<file path="src/rtl/alu_cmd_issuer_pkg.sv">
// Shared constants for the alu command issuer: op codes, FSM states and
// the reserved-op test used by both the issuer and its alu.
package alu_cmd_issuer_pkg;

  localparam int ALU_WIDTH = 32;

  localparam logic [3:0] OP_AND      = 4'd0;
  localparam logic [3:0] OP_OR       = 4'd1;
  localparam logic [3:0] OP_XOR      = 4'd2;
  localparam logic [3:0] OP_NOR      = 4'd3;
  localparam logic [3:0] OP_RESERVED = 4'd4;
  localparam logic [3:0] OP_ADD      = 4'd5;
  localparam logic [3:0] OP_SUB      = 4'd6;
  localparam logic [3:0] OP_SLT      = 4'd7;
  localparam logic [3:0] OP_SRL      = 4'd8;
  localparam logic [3:0] OP_SLL      = 4'd9;
  localparam logic [3:0] OP_SRA      = 4'd10;

  typedef enum logic [1:0] {
    ST_IDLE = 2'd0,
    ST_EXEC = 2'd1,
    ST_DONE = 2'd2
  } state_t;

  // Codes 4 and 11..15 carry no operation.
  function automatic logic op_is_reserved(input logic [3:0] op);
    return (op == OP_RESERVED) || (op >= 4'd11);
  endfunction

endpackage

</file>
<file path="src/rtl/alu_cmd_issuer_alu.sv">
// Combinational 32-bit alu: logic ops, add/sub with signed overflow,
// signed set-less-than and shifts by Y[4:0]. Reserved codes give Z=0.
module alu_cmd_issuer_alu
  import alu_cmd_issuer_pkg::*;
#(
  parameter int WIDTH = ALU_WIDTH
) (
  input  logic [WIDTH-1:0] x,
  input  logic [WIDTH-1:0] y,
  input  logic [3:0]       op_code,
  output logic [WIDTH-1:0] z,
  output logic             equal,
  output logic             zero,
  output logic             overflow
);

  localparam int SHW = $clog2(WIDTH);

  logic [WIDTH-1:0] sum;
  logic [WIDTH-1:0] diff;
  logic [SHW-1:0]   shamt;
  logic             lt;

  assign sum   = x + y;
  assign diff  = x - y;
  assign shamt = y[SHW-1:0];
  assign lt    = $signed(x) < $signed(y);

  // Result mux and signed-overflow detection for add/sub.
  always_comb begin
    z        = '0;
    overflow = 1'b0;
    case (op_code)
      OP_AND: z = x & y;
      OP_OR:  z = x | y;
      OP_XOR: z = x ^ y;
      OP_NOR: z = ~(x | y);
      OP_ADD: begin
        z        = sum;
        overflow = (x[WIDTH-1] == y[WIDTH-1]) && (sum[WIDTH-1] != x[WIDTH-1]);
      end
      OP_SUB: begin
        z        = diff;
        overflow = (x[WIDTH-1] != y[WIDTH-1]) && (diff[WIDTH-1] != x[WIDTH-1]);
      end
      OP_SLT: z = {{(WIDTH-1){1'b0}}, lt};
      OP_SRL: z = x >> shamt;
      OP_SLL: z = x << shamt;
      OP_SRA: z = $signed(x) >>> shamt;
      default: z = '0;
    endcase
  end

  assign equal = (x == y);
  assign zero  = (z == '0);

endmodule

</file>
<file path="src/rtl/alu_cmd_issuer.sv">
// Command issuer: accepts one command at a time, runs it through the alu
// for one cycle, and holds the registered result until it is taken.
// Keeps a chaining accumulator and a saturating overflow counter.
module alu_cmd_issuer
  import alu_cmd_issuer_pkg::*;
#(
  parameter int WIDTH     = 32,
  parameter int OVF_CNT_W = 8
) (
  input  logic                 clk,
  input  logic                 rstb,
  input  logic                 cmd_valid,
  output logic                 cmd_ready,
  input  logic [3:0]           cmd_op,
  input  logic [WIDTH-1:0]     cmd_x,
  input  logic [WIDTH-1:0]     cmd_y,
  input  logic                 cmd_use_acc,
  input  logic                 clear_acc,
  output logic                 res_valid,
  input  logic                 res_ready,
  output logic [WIDTH-1:0]     res_data,
  output logic                 res_equal,
  output logic                 res_zero,
  output logic                 res_ovf,
  output logic                 res_err,
  output logic [OVF_CNT_W-1:0] ovf_count
);

  localparam logic [OVF_CNT_W-1:0] OVF_MAX = {OVF_CNT_W{1'b1}};

  state_t                 state_reg;
  logic                   cmd_ready_reg;
  logic                   res_valid_reg;
  logic [3:0]             op_reg;
  logic [WIDTH-1:0]       x_reg;
  logic [WIDTH-1:0]       y_reg;
  logic [WIDTH-1:0]       acc_reg;
  logic                   clear_pending_reg;
  logic [WIDTH-1:0]       res_data_reg;
  logic                   res_equal_reg;
  logic                   res_zero_reg;
  logic                   res_ovf_reg;
  logic                   res_err_reg;
  logic [OVF_CNT_W-1:0]   ovf_count_reg;

  logic [WIDTH-1:0]       alu_z;
  logic                   alu_equal;
  logic                   alu_zero;
  logic                   alu_ovf;
  logic                   op_reserved;

  alu_cmd_issuer_alu #(.WIDTH(WIDTH)) u_alu (
    .x        (x_reg),
    .y        (y_reg),
    .op_code  (op_reg),
    .z        (alu_z),
    .equal    (alu_equal),
    .zero     (alu_zero),
    .overflow (alu_ovf)
  );

  assign op_reserved = op_is_reserved(op_reg);

  // Control FSM with registered handshake outputs, operand capture,
  // result capture, accumulator and overflow counter.
  always_ff @(posedge clk) begin
    if (!rstb) begin
      state_reg         <= ST_IDLE;
      cmd_ready_reg     <= 1'b0;
      res_valid_reg     <= 1'b0;
      op_reg            <= '0;
      x_reg             <= '0;
      y_reg             <= '0;
      acc_reg           <= '0;
      clear_pending_reg <= 1'b0;
      res_data_reg      <= '0;
      res_equal_reg     <= 1'b0;
      res_zero_reg      <= 1'b0;
      res_ovf_reg       <= 1'b0;
      res_err_reg       <= 1'b0;
      ovf_count_reg     <= '0;
    end else begin
      case (state_reg)
        ST_IDLE: begin
          // Ready is low in the first cycle out of reset, so nothing is
          // accepted until the handshake is actually advertised.
          if (cmd_ready_reg && cmd_valid) begin
            op_reg        <= cmd_op;
            y_reg         <= cmd_y;
            // A same-cycle clear wins over the stale accumulator.
            x_reg         <= cmd_use_acc ? (clear_acc ? '0 : acc_reg) : cmd_x;
            cmd_ready_reg <= 1'b0;
            state_reg     <= ST_EXEC;
          end else begin
            cmd_ready_reg <= 1'b1;
          end
          if (clear_acc) begin
            acc_reg <= '0;
          end
        end

        ST_EXEC: begin
          if (op_reserved) begin
            res_data_reg  <= '0;
            res_equal_reg <= 1'b0;
            res_zero_reg  <= 1'b0;
            res_ovf_reg   <= 1'b0;
            res_err_reg   <= 1'b1;
          end else begin
            res_data_reg  <= alu_z;
            res_equal_reg <= alu_equal;
            res_zero_reg  <= alu_zero;
            res_ovf_reg   <= alu_ovf;
            res_err_reg   <= 1'b0;
            acc_reg       <= alu_z;
            if (alu_ovf && (ovf_count_reg != OVF_MAX)) begin
              ovf_count_reg <= ovf_count_reg + 1'b1;
            end
          end
          // The accumulator is being written this edge; replay the clear
          // in DONE so it is not lost.
          clear_pending_reg <= clear_acc;
          res_valid_reg     <= 1'b1;
          state_reg         <= ST_DONE;
        end

        ST_DONE: begin
          if (clear_acc || clear_pending_reg) begin
            acc_reg <= '0;
          end
          clear_pending_reg <= 1'b0;
          if (res_ready) begin
            res_valid_reg <= 1'b0;
            cmd_ready_reg <= 1'b1;
            state_reg     <= ST_IDLE;
          end
        end

        default: begin
          state_reg     <= ST_IDLE;
          cmd_ready_reg <= 1'b0;
          res_valid_reg <= 1'b0;
        end
      endcase
    end
  end

  assign cmd_ready = cmd_ready_reg;
  assign res_valid = res_valid_reg;
  assign res_data  = res_data_reg;
  assign res_equal = res_equal_reg;
  assign res_zero  = res_zero_reg;
  assign res_ovf   = res_ovf_reg;
  assign res_err   = res_err_reg;
  assign ovf_count = ovf_count_reg;

endmodule

</file>
<file path="config.mk">
export PLATFORM = sky130hd
export DESIGN_NAME = alu_cmd_issuer
export DESIGN_NICKNAME = d
export VERILOG_FILES = /design/src/rtl/alu_cmd_issuer_pkg.sv /design/src/rtl/alu_cmd_issuer_alu.sv /design/src/rtl/alu_cmd_issuer.sv
export SDC_FILE = /design/constraint.sdc
export NUM_CORES = 1
export LEC_CHECK = 0
export CORE_MARGIN = 2
export CORE_UTILIZATION = 30
export CTS_CLUSTER_SIZE = 12
export DETAILED_ROUTE_END_ITERATION = 10
export PLACE_DENSITY_LB_ADDON = 0.25
export SETUP_SLACK_MARGIN = 0.4
export SYNTH_ARGS = -nofsm -noshare
export SYNTH_HDL_FRONTEND = slang
export SYNTH_SLANG_ARGS = --single-unit
</file>
<file path="constraint.sdc">
create_clock -name clk -period 4.71 [get_ports clk]
set_input_delay 0.942 -clock clk [delete_from_list [all_inputs] [get_ports clk]]
set_output_delay 0.942 -clock clk [all_outputs]
set_load 0.02 [all_outputs]
</file>
==> metrics.yaml <==
gp_congestion: 1.01
first_iter_violations: 2467
muxShareOfSynthArea_pct: 13.2
finalWorstSetupSlack_ns: 0.554
synth_flop_cell: "dfxtp_1"
finalSetupViolCount: 0
worstPathRequired_ns: 5.08
fillers: 5686
drive_above_1_share_pct: 14.6
max_freq_mhz: 241
synthToLayoutAreaGrowth_pct: 20.7
detail_route.first_pass.iterations: 8
finClkSkew_ns: 0.0203
worstSetupPathType: "reg -> reg"
cts.htree.levels: 4
tritoncts: "yes"
end_kind: "flip-flop"
clk_pin_slew_worst_paths_ns: 0.07
drcViolationCount: 0
min_path_type: "reg -> reg"
syn-cell-area_um2: 16300
synth_cells: 2176
cp-start-kind: "flip-flop"
slew-limit-headroom_pct: 19.9
ys_async_sr_fraction_pct: 0
cts_root_buf: "clkbuf_16"
synth_edf_count: 0
die-height_um: 237
wirelength_um: 89300
clock_sinks: 149
clkLatencyLatePin_ns: 0.50
synth_warnings: 0
place_ws_ns: 0.0599
initial_utilization_pct: 30.3
hold_viol_final: 0
ant_nets: 0
cp.arrival_ns: 4.52
hold-path-cell-count: 2
grt_pass1_vias: 17685
ys_types: 90
hpwlAfterDp_um: 69400
grt.total_usage_pct: 31.2
status: "complete, no violations"
worstMarginPinSlew_ns: 1.20
antenna_found_initial: 5
peakVddDrop_mv: 0.281
maxCapViolCount: 0
synth-simple-area-share_pct: 20.7
row_count: 85
clk_path_buf_depth: 2
syn_area_per_cell_um2: 7.51
finalCriticalPeriod_ns: 4.16
synth_xor_area_share_pct: 2.47
path_max_fanout: 12
grt-ovfl-total: 0
avgViaCountPerCell: 6.21
synth_nets: 2367
ys_seq_area_share_pct: 18.3
cts_inserted_buffers: 17
fin_crit_sh_pct: 88.2
r2r_cells: 12
core_um2: 53800
wl_per_cell_um: 29.7
die_area_um2: 56300
rsz0062_at_grt: "true"
grt_max_degree: 95
route.vias.total: 18667
pwr_density_cell_nw_per_um2: 325
whs_ns: 0.477
io_buffers: 119
io-pin-count: 120
nets: 2487
synth_top_family_by_area: "compound AO/OA/AOI/OAI gates"
grt_pass1_wl_um: 128000
synthAdderAreaFrac_pct: 9.06
die_w_um: 237
ys_seq_elements: 149
drv_slew: 0
synth-compound-area-share_pct: 28.4
p_leak_nw: 7.02
critical path, stage by stage, from the launching register on:
cell and delay (ns):
dfxtp_1 0.81, or3b_2 0.51, nor2_1 0.53, nand2_1 0.33
o21ai_1 0.52, or4_1 0.19, a2bb2oi_1 0.49, nor2_1 0.08
nand2_1 0.10, nor4_1 0.05, buf_4 0.12, and4_1 0.17
o2bb2ai_1 0.11
final cells by class:
class | count | area [um^2] | area share (%)
diodes | 1 | 2.50 | 0.0127
clock buffers | 17 | 425 | 2.16
clock inverters | 15 | 161 | 0.819
inverters | 108 | 408 | 2.07
multi-input cells | 1725 | 12200 | 62.1
flip-flops and latches | 149 | 3020 | 15.3
well taps | 696 | 871 | 4.42
repair buffers | 295 | 2580 | 13.1
cells in the final DEF (no fill, tap or decap), types with 37 or more instances in the layout:
cell type,n
buf_4,170
o21ai_0,89
inv_1,103
a211oi_1,95
clkdlybuf4s50_1,118
dfxtp_1,133
nor2_1,244
nor2b_1,54
mux4_2,44
nand3_1,44
mux2i_1,84
xnor2_1,37
nor3_1,45
nand2_1,206
a21oi_1,179
ha_1,113
power by group:
group | internal, W | total [W] | switching, W
logic | 0.00126 | 0.00346 | 0.00220
registers | 0.00136 | 0.00151 | 0.000150
clock network | 0.000749 | 0.00144 | 0.000694
total | 0.00337 | 0.00641 | 0.00304
routing by layer:
layer,GRT usage [%],part of all wire (%)
met5,0,0.011
met4,19.5,6.9
met3,5.57,8.3
met2,47.2,43
met1,41.0,42
stage by stage:
stage               instances  util (%)  power, W  setup TNS, ns  area [um^2]
floorplan                2176         -   0.00343              0        16300
global placement         2973      35.2   0.00485        -0.0714        19000
detailed placement       2973      35.2   0.00482              0        19000
CTS                      3005      36.3   0.00629              0        19600
global route             3005      36.6   0.00668              0        19700
finish                   3006      36.6   0.00641              0        19700
worst paths after layout:
| kind | startpoint | to | slack [ns] |
|---|---|---|---|
| max | op_reg[3] | res_zero | 0.55 |
| min | res_valid | res_valid | 0.48 |
| max reg2reg | op_reg[3] | res_zero | 0.55 |
| min reg2reg | res_valid | res_valid | 0.48 |
cell families (layout without fill, tap and decap cells):
| kind of cell | count (synthesis) | after routing |
|---|---|---|
| multiplexers | 150 | 150 |
| other | 0 | 1 |
| XOR/XNOR | 46 | 46 |
| buffers and inverters | 302 | 435 |
| flip-flops | 149 | 149 |
| AO/OA/AOI/OAI | 686 | 686 |
| adder cells (fa/ha/maj) | 117 | 117 |
| AND/OR/NAND/NOR | 726 | 726 |
synth_stat cells, drive strengths merged (7+ instances only):
library cell  number  area, um^2
nor2             246         928
nand2            206         773
a21oi            185         930
dfxtp            149        2980
clkbuf           118         443
ha               115        1440
inv              106         398
a211oi            96         721
o21ai             96         480
mux2i             85         863
buf               76         434
nor2b             55         347
mux4              47        1070
nand3             45         225
nor3              45         225
xnor2             37         324
a311oi            36         315
a22oi             30         225
o22ai             25         156
a31oi             24         150
nor4              22         150
nand2b            19         119
o31ai             19         148
mux2              18         218
a221oi            17         155
nand4             16         100
and2              15        93.8
o21bai            14         105
and3              13        81.3
o211ai            13         103
a211o             10        87.6
a21o              10        75.1
a221o             10         100
o221ai            10        87.6
a2111oi            9        80.1
o311ai             9        78.8
xor2               9        78.8
a2bb2oi            8        70.1
o32ai              8        70.1
a32oi              7        61.3
o2111ai            7        61.3
or2                7        43.8
or3                7        43.8
repair_timing:
action | 4_1_cts | 5_1_grt
endpoints found under the setup margin | 13 | 13
hold buffers | 0 | 0
pin swaps | 0 | 0
cloned | 0 | 0
resized for setup | 3 | 36
setup buffers | 0 | 0
Power figures use the tool's default switching activity.
